===== config.mk =====
export PLATFORM = sky130hd
export DESIGN_NAME = sha512_digest_writer
export DESIGN_NICKNAME = d
export VERILOG_FILES = /design/src/rtl/sha512_digest_writer.sv
export SDC_FILE = /design/constraint.sdc
export NUM_CORES = 2
export LEC_CHECK = 0
export CAP_MARGIN = 20
export CORE_AREA = 5 5 469 471
export DETAILED_ROUTE_END_ITERATION = 10
export DIE_AREA = 0 0 474 476
export PLACE_DENSITY = 0.73
export REMOVE_ABC_BUFFERS = 1
export SYNTH_ARGS = -nofsm -noshare
export SYNTH_HDL_FRONTEND = slang
export SYNTH_SLANG_ARGS = --single-unit

===== constraint.sdc =====
create_clock -name clk -period 91.3 [get_ports clk]
set_clock_uncertainty 0.05 [all_clocks]
set_input_delay 27.39 -clock clk [delete_from_list [all_inputs] [get_ports clk]]
set_output_delay 27.39 -clock clk [all_outputs]
set_load 0.05 [all_outputs]

===== src/rtl/sha512_digest_writer.sv =====
// Buffers sha512 digests and writes each as one 64-byte line over CCI-P channel 1,
// followed by a completion line at the DSM base once every digest write is acknowledged.
module sha512_digest_writer #(
   parameter int unsigned FIFO_DEPTH = 4,
   parameter int unsigned ADDR_W     = 42,
   parameter int unsigned MDATA_W    = 16
) (
   input  logic               clk,
   input  logic               reset,
   input  logic               cfg_start,
   input  logic [ADDR_W-1:0]  cfg_out_base,
   input  logic [ADDR_W-1:0]  cfg_dsm_base,
   input  logic [31:0]        cfg_count,
   input  logic [511:0]       digest,
   input  logic               digest_valid,
   input  logic               c1_almfull,
   input  logic               c1_rsp_valid,
   output logic               c1_wr_valid,
   output logic [ADDR_W-1:0]  c1_wr_addr,
   output logic [511:0]       c1_wr_data,
   output logic [MDATA_W-1:0] c1_wr_mdata,
   output logic               busy,
   output logic               done,
   output logic               overflow
);

   localparam int unsigned PTR_W = (FIFO_DEPTH > 1) ? $clog2(FIFO_DEPTH) : 1;
   localparam int unsigned CNT_W = PTR_W + 1;

   typedef enum logic [2:0] {
      S_IDLE,
      S_RUN,
      S_FLAG,
      S_WAIT_FLAG,
      S_DONE
   } state_t;

   state_t            state;
   logic [511:0]      mem [FIFO_DEPTH];
   logic [PTR_W-1:0]  rd_ptr;
   logic [PTR_W-1:0]  wr_ptr;
   logic [CNT_W-1:0]  fill;
   logic [ADDR_W-1:0] out_base;
   logic [ADDR_W-1:0] dsm_base;
   logic [31:0]       count;
   logic [31:0]       issued;
   logic [31:0]       acked;
   logic [31:0]       pushed;

   logic fifo_empty;
   logic fifo_full;
   logic do_pop;
   logic want_push;
   logic push_ok;
   logic drop;

   // A full FIFO still accepts a digest when the head leaves in the same cycle.
   assign fifo_empty = (fill == '0);
   assign fifo_full  = (fill == CNT_W'(FIFO_DEPTH));
   assign do_pop     = (state == S_RUN) && !fifo_empty && !c1_almfull && (issued < count);
   assign want_push  = (state == S_RUN) && digest_valid;
   assign push_ok    = want_push && (pushed < count) && (!fifo_full || do_pop);
   assign drop       = want_push && !push_ok;

   always_ff @(posedge clk) begin
      if (push_ok) begin
         mem[wr_ptr] <= digest;
      end
   end

   always_ff @(posedge clk or posedge reset) begin
      if (reset) begin
         state       <= S_IDLE;
         rd_ptr      <= '0;
         wr_ptr      <= '0;
         fill        <= '0;
         out_base    <= '0;
         dsm_base    <= '0;
         count       <= '0;
         issued      <= '0;
         acked       <= '0;
         pushed      <= '0;
         c1_wr_valid <= 1'b0;
         c1_wr_addr  <= '0;
         c1_wr_data  <= '0;
         c1_wr_mdata <= '0;
         busy        <= 1'b0;
         done        <= 1'b0;
         overflow    <= 1'b0;
      end else begin
         c1_wr_valid <= 1'b0;

         if (c1_rsp_valid && (state != S_IDLE) && (acked != 32'hFFFF_FFFF)) begin
            acked <= acked + 32'd1;
         end

         if (push_ok) begin
            wr_ptr <= wr_ptr + PTR_W'(1);
            pushed <= pushed + 32'd1;
         end

         if (do_pop) begin
            rd_ptr      <= rd_ptr + PTR_W'(1);
            issued      <= issued + 32'd1;
            c1_wr_valid <= 1'b1;
            c1_wr_addr  <= out_base + ADDR_W'(issued);
            c1_wr_data  <= mem[rd_ptr];
            c1_wr_mdata <= MDATA_W'(issued);
         end

         if (push_ok && !do_pop) begin
            fill <= fill + CNT_W'(1);
         end else if (!push_ok && do_pop) begin
            fill <= fill - CNT_W'(1);
         end

         if (drop) begin
            overflow <= 1'b1;
         end

         case (state)
            S_IDLE, S_DONE: begin
               if (cfg_start) begin
                  out_base <= cfg_out_base;
                  dsm_base <= cfg_dsm_base;
                  count    <= cfg_count;
                  issued   <= '0;
                  acked    <= '0;
                  pushed   <= '0;
                  rd_ptr   <= '0;
                  wr_ptr   <= '0;
                  fill     <= '0;
                  overflow <= 1'b0;
                  done     <= 1'b0;
                  busy     <= 1'b1;
                  state    <= S_RUN;
               end
            end
            S_RUN: begin
               if ((issued == count) && (acked == count)) begin
                  state <= S_FLAG;
               end
            end
            S_FLAG: begin
               // Completion line: count, a valid marker and the sticky overflow flag.
               if (!c1_almfull) begin
                  c1_wr_valid <= 1'b1;
                  c1_wr_addr  <= dsm_base;
                  c1_wr_data  <= 512'({overflow, 1'b1, count});
                  c1_wr_mdata <= '1;
                  state       <= S_WAIT_FLAG;
               end
            end
            S_WAIT_FLAG: begin
               if (c1_rsp_valid) begin
                  busy  <= 1'b0;
                  done  <= 1'b1;
                  state <= S_DONE;
               end
            end
            default: state <= S_IDLE;
         endcase
      end
   end

endmodule


==> results.txt <==
The maximum fanout along the worst path came out at 63. The final hold violation count came out at 0. Of the total synthesized cell area, the portion taken by full adders, half adders and majority gates is 1.218%. Wires add up to 302.6 mm. The die covers 225600 µm². The critical path goes through clkdlybuf4s50_1 > nor3_1 > o2111ai_1 > a221oi_2 > o21ai_2 > or2_4 > a211o_1 > nor2_4 > buf_4 > buf_4 > buf_4 > buf_4. The number of vias per cell is 5.818.

The number of levels the H-tree was split into came out at 5. The post-cts gate resize count came out at 0. The maximum VDD drop came out at 0.00003541 V. The critical path in this run is classified as input pin to flip-flop.

The number of flops mapped to enable cells by yosys is 2048. The fraction of registers with async set or reset after synthesis came out at 27.99%. The clock transition at the register clock pins on the worst setup and hold paths after CTS is 0.06 ns. The mux contribution to synthesized area came out at 10.62%. In this run the worst hold path is classified as flip-flop to flip-flop. The mapped netlist covers 109500 µm².

Power spread over the standard cell area amounts to 34.34 nW/µm². Summing all multi-input logic gate instances after layout gives 26410 µm². The total setup violations reported at the end of the flow came out at 0. The library cells used most frequently in the layout, excluding fill and tap cells, are sky130_fd_sc_hd__edfxtp_1 (2048), sky130_fd_sc_hd__nand2_1 (1445), sky130_fd_sc_hd__clkdlybuf4s50_1 (1207). The first routing iteration left 6525 violations. The number of violations of the max-capacitance limit came out at 0.

The share of the yosys chip area belonging to registers is 74.36%. Setup repair after global routing left no endpoint under its margin. The post-route fraction of the period consumed by the critical path is 35.62%. The final max-slew violation count was 0. The dominant delay contributor by cell family on the critical path is buffers and inverters.

After floorplanning, the core was divided into 171 placement rows. Clock tree synthesis selected as its root buffer the cell sky130_fd_sc_hd__clkbuf_16. The total global routing track utilization is 26.40%.

Global routing finished with a remaining overflow of 0. The largest net degree at the start of global routing is 221. The fraction of the mapped netlist area in simple logic gates is 8.976%.

The initial core utilization came out at 50.77%. The xor/xnor share of the synthesized area came out at 1.016%. The register cell area after layout came out at 81430 µm². Clock tree synthesis inserted a total of 302 buffers. The total power came out at 4.616 mW. 1208 I/O pins were placed.

The post-detailed-placement half-perimeter wirelength is 193.6 mm. The post-synthesis compound-gate area fraction is 2.223%. Averaged over all synthesized cells, the footprint is 16.27 µm². The worst setup path is launched from an input pin. STA classifies the critical path endpoint as a flip-flop. The via count of the first global-routing pass came out at 66300.

The initial antenna violation count came out at 126. The main flop type after synthesis is sky130_fd_sc_hd__edfxtp_1. The worst-skew pair later-pin latency came out at 0.92 ns. The library cell used most frequently in the layout, excluding fill and tap cells, is sky130_fd_sc_hd__edfxtp_1. The routed wirelength normalized by instance count is 27.18 µm.

The number of buffer and inverter stages on the critical path came out at 5. Buffers placed on the I/O ports in this run total 1207. Data arrives at the worst endpoint at 32.96 ns.

In the final layout, the share of cells above drive strength 1 is 12.56%. The fmax is 0.03075 GHz. The routed via count is 64766. For this design, the CTS-stage hold fixing added 0 buffers. The number of warning messages in the yosys log came out at 0. The leakage dissipation is 50.28 nW. The total DRC errors in the routed layout came out at 0. The number of antenna-violating nets in the routed design came out at 0.

The final total negative setup slack is 0 ns. The area growth from synthesis to layout came out at 22.76%. The final critical delay including setup and external delays came out at 32.53 ns.

The flow ran to the end, and the final reports show no timing, DRC or antenna violations. On the worst path, the slowest cell contributes a delay of 0.87 ns. After filler insertion, the fill cell instance count of the layout stands at 15193.

The synthesized design contains 2844 register bits. The data required time of the worst path is 91.73 ns. Post-CTS timing repair inserted 0 buffers for setup. In this run the tightest slew margin relative to its limit is 18.79%. The distinct cell type count of the synthesized netlist is 71. Before antenna repair, the detailed router went through 5 iterations. On the critical path, the stage with the largest delay is an instance of sky130_fd_sc_hd__buf_4. The area of the core is 215700 µm².

The slew at the pin closest to its max-slew limit came out at 1.218 ns. The deepest clock path buffer count is 4. TritonCTS built the clock tree. The placer's final routability congestion estimate is 0.9052. The width of the chip is 474 µm. The die is 476 µm tall. By instance count, the cell type seen most on the critical path is sky130_fd_sc_hd__buf_4. The first global-routing pass estimated 440.2 mm of wire. The number of sinks handled by clock tree synthesis is 2844. The number of instances in the synthesized netlist came out at 6728. In the final design database the tool counted 8700 nets.

The largest family of logic cells by synthesized area is multiplexers.
logic make-up after synthesis:
family          after synthesis
fa+ha+maj                   106
buf+inv                     439
flops                      2844
xor+xnor                    127
mux                         522
simple gates               2306
compound gates              384
cell usage after synthesis, types with 16 or more instances:
library cell / instances / share of area (%)
sky130_fd_sc_hd__clkbuf_1: 292 / 1.0
sky130_fd_sc_hd__a22oi_1: 40 / 0.27
sky130_fd_sc_hd__a21o_1: 16 / 0.11
sky130_fd_sc_hd__edfxtp_1: 2048 / 56
sky130_fd_sc_hd__o31ai_1: 16 / 0.11
sky130_fd_sc_hd__nand2_1: 1446 / 5.0
sky130_fd_sc_hd__dfrtp_1: 796 / 18
sky130_fd_sc_hd__xnor2_1: 43 / 0.34
sky130_fd_sc_hd__nor2_1: 140 / 0.48
sky130_fd_sc_hd__buf_1: 21 / 0.072
sky130_fd_sc_hd__and3_1: 18 / 0.10
sky130_fd_sc_hd__xor2_1: 84 / 0.67
sky130_fd_sc_hd__o22ai_1: 26 / 0.15
sky130_fd_sc_hd__nand3_1: 538 / 2.5
sky130_fd_sc_hd__buf_2: 53 / 0.24
sky130_fd_sc_hd__a21oi_1: 103 / 0.47
sky130_fd_sc_hd__mux4_2: 512 / 11
sky130_fd_sc_hd__nand4_1: 39 / 0.22
sky130_fd_sc_hd__ha_1: 105 / 1.2
sky130_fd_sc_hd__or4_1: 21 / 0.14
sky130_fd_sc_hd__inv_1: 69 / 0.24
sky130_fd_sc_hd__nor3_1: 26 / 0.12
sky130_fd_sc_hd__nand2b_1: 18 / 0.10
sky130_fd_sc_hd__o21ai_0: 92 / 0.42
flip-flops by register name, indices dropped and copies added, names as in the netlist, 2 cells and up:
register,cells
acked,32
c1_wr_addr,42
c1_wr_data,512
c1_wr_mdata,16
count,32
dsm_base,42
fill,3
issued,32
mem,2048
out_base,42
pushed,32
rd_ptr,2
state,3
wr_ptr,2
worst paths after layout:
path / startpoint / endpoint / slack, ns / cells past startpoint
hold / removal: c1_wr_data[10] / c1_wr_data[10] / 0.41 / 2
min in group asynchronous: reset / c1_wr_data[78] / 27.06 / 2
setup / recovery: c1_almfull / mem[0][188] / 58.77 / 12
setup reg to reg: count[7] / mem[0][188] / 84.74 / 13
max in group asynchronous: reset / c1_wr_data[377] / 60.61 / 7
hold reg to reg: c1_wr_data[10] / c1_wr_data[10] / 0.41 / 2
power breakdown:
part	total [mW]	internal (mW)	switching, mW
clock network	1.19	0.703	0.486
logic	1.55	0.553	0.998
registers	1.88	1.72	0.155
worst min-delay path, delay by kind of cell, from the launching register on:
kind,cells,cell delay (ns)
flops,1,0.34
simple gates,2,0.09
metal layers:
| layer | vias up | wire length, µm | global-route usage (%) |
|---|---|---|---|
| met1 | 33295 | 109700 | 32.87 |
| met5 | - | 313 | 0 |
| met4 | 48 | 14700 | 12.45 |
| met3 | 631 | 29010 | 8.137 |
| li1 | 27846 | - | - |
| met2 | 2946 | 148800 | 42.70 |
through the flow:
stage / instances / utilization [%] / area (µm²) / setup slack (ns) / hold slack, ns
floorplan: 6358 / - / 108000 / 34.18 / 0.3946
global placement: 10505 / 57.75 / 124500 / 57.93 / 0.3998
detailed placement: 10505 / 57.75 / 124500 / 57.93 / 0.4054
CTS: 11034 / 62.16 / 134100 / 58.85 / 0.4086
global route: 11102 / 62.29 / 134300 / 58.60 / 0.4252
finish: 11132 / 62.33 / 134400 / 58.77 / 0.4115
final cells by class:
| type | count | share of cell area [%] |
|---|---|---|
| flip-flops and latches | 2844 | 60.57 |
| multi-input cells | 3445 | 19.65 |
| repair buffers | 1298 | 9.661 |
| clock buffers | 433 | 6.328 |
| well taps | 2854 | 2.656 |
| clock inverters | 96 | 0.7623 |
| inverters | 69 | 0.1983 |
| diodes | 93 | 0.1731 |
(Power assumes the default switching activity.)
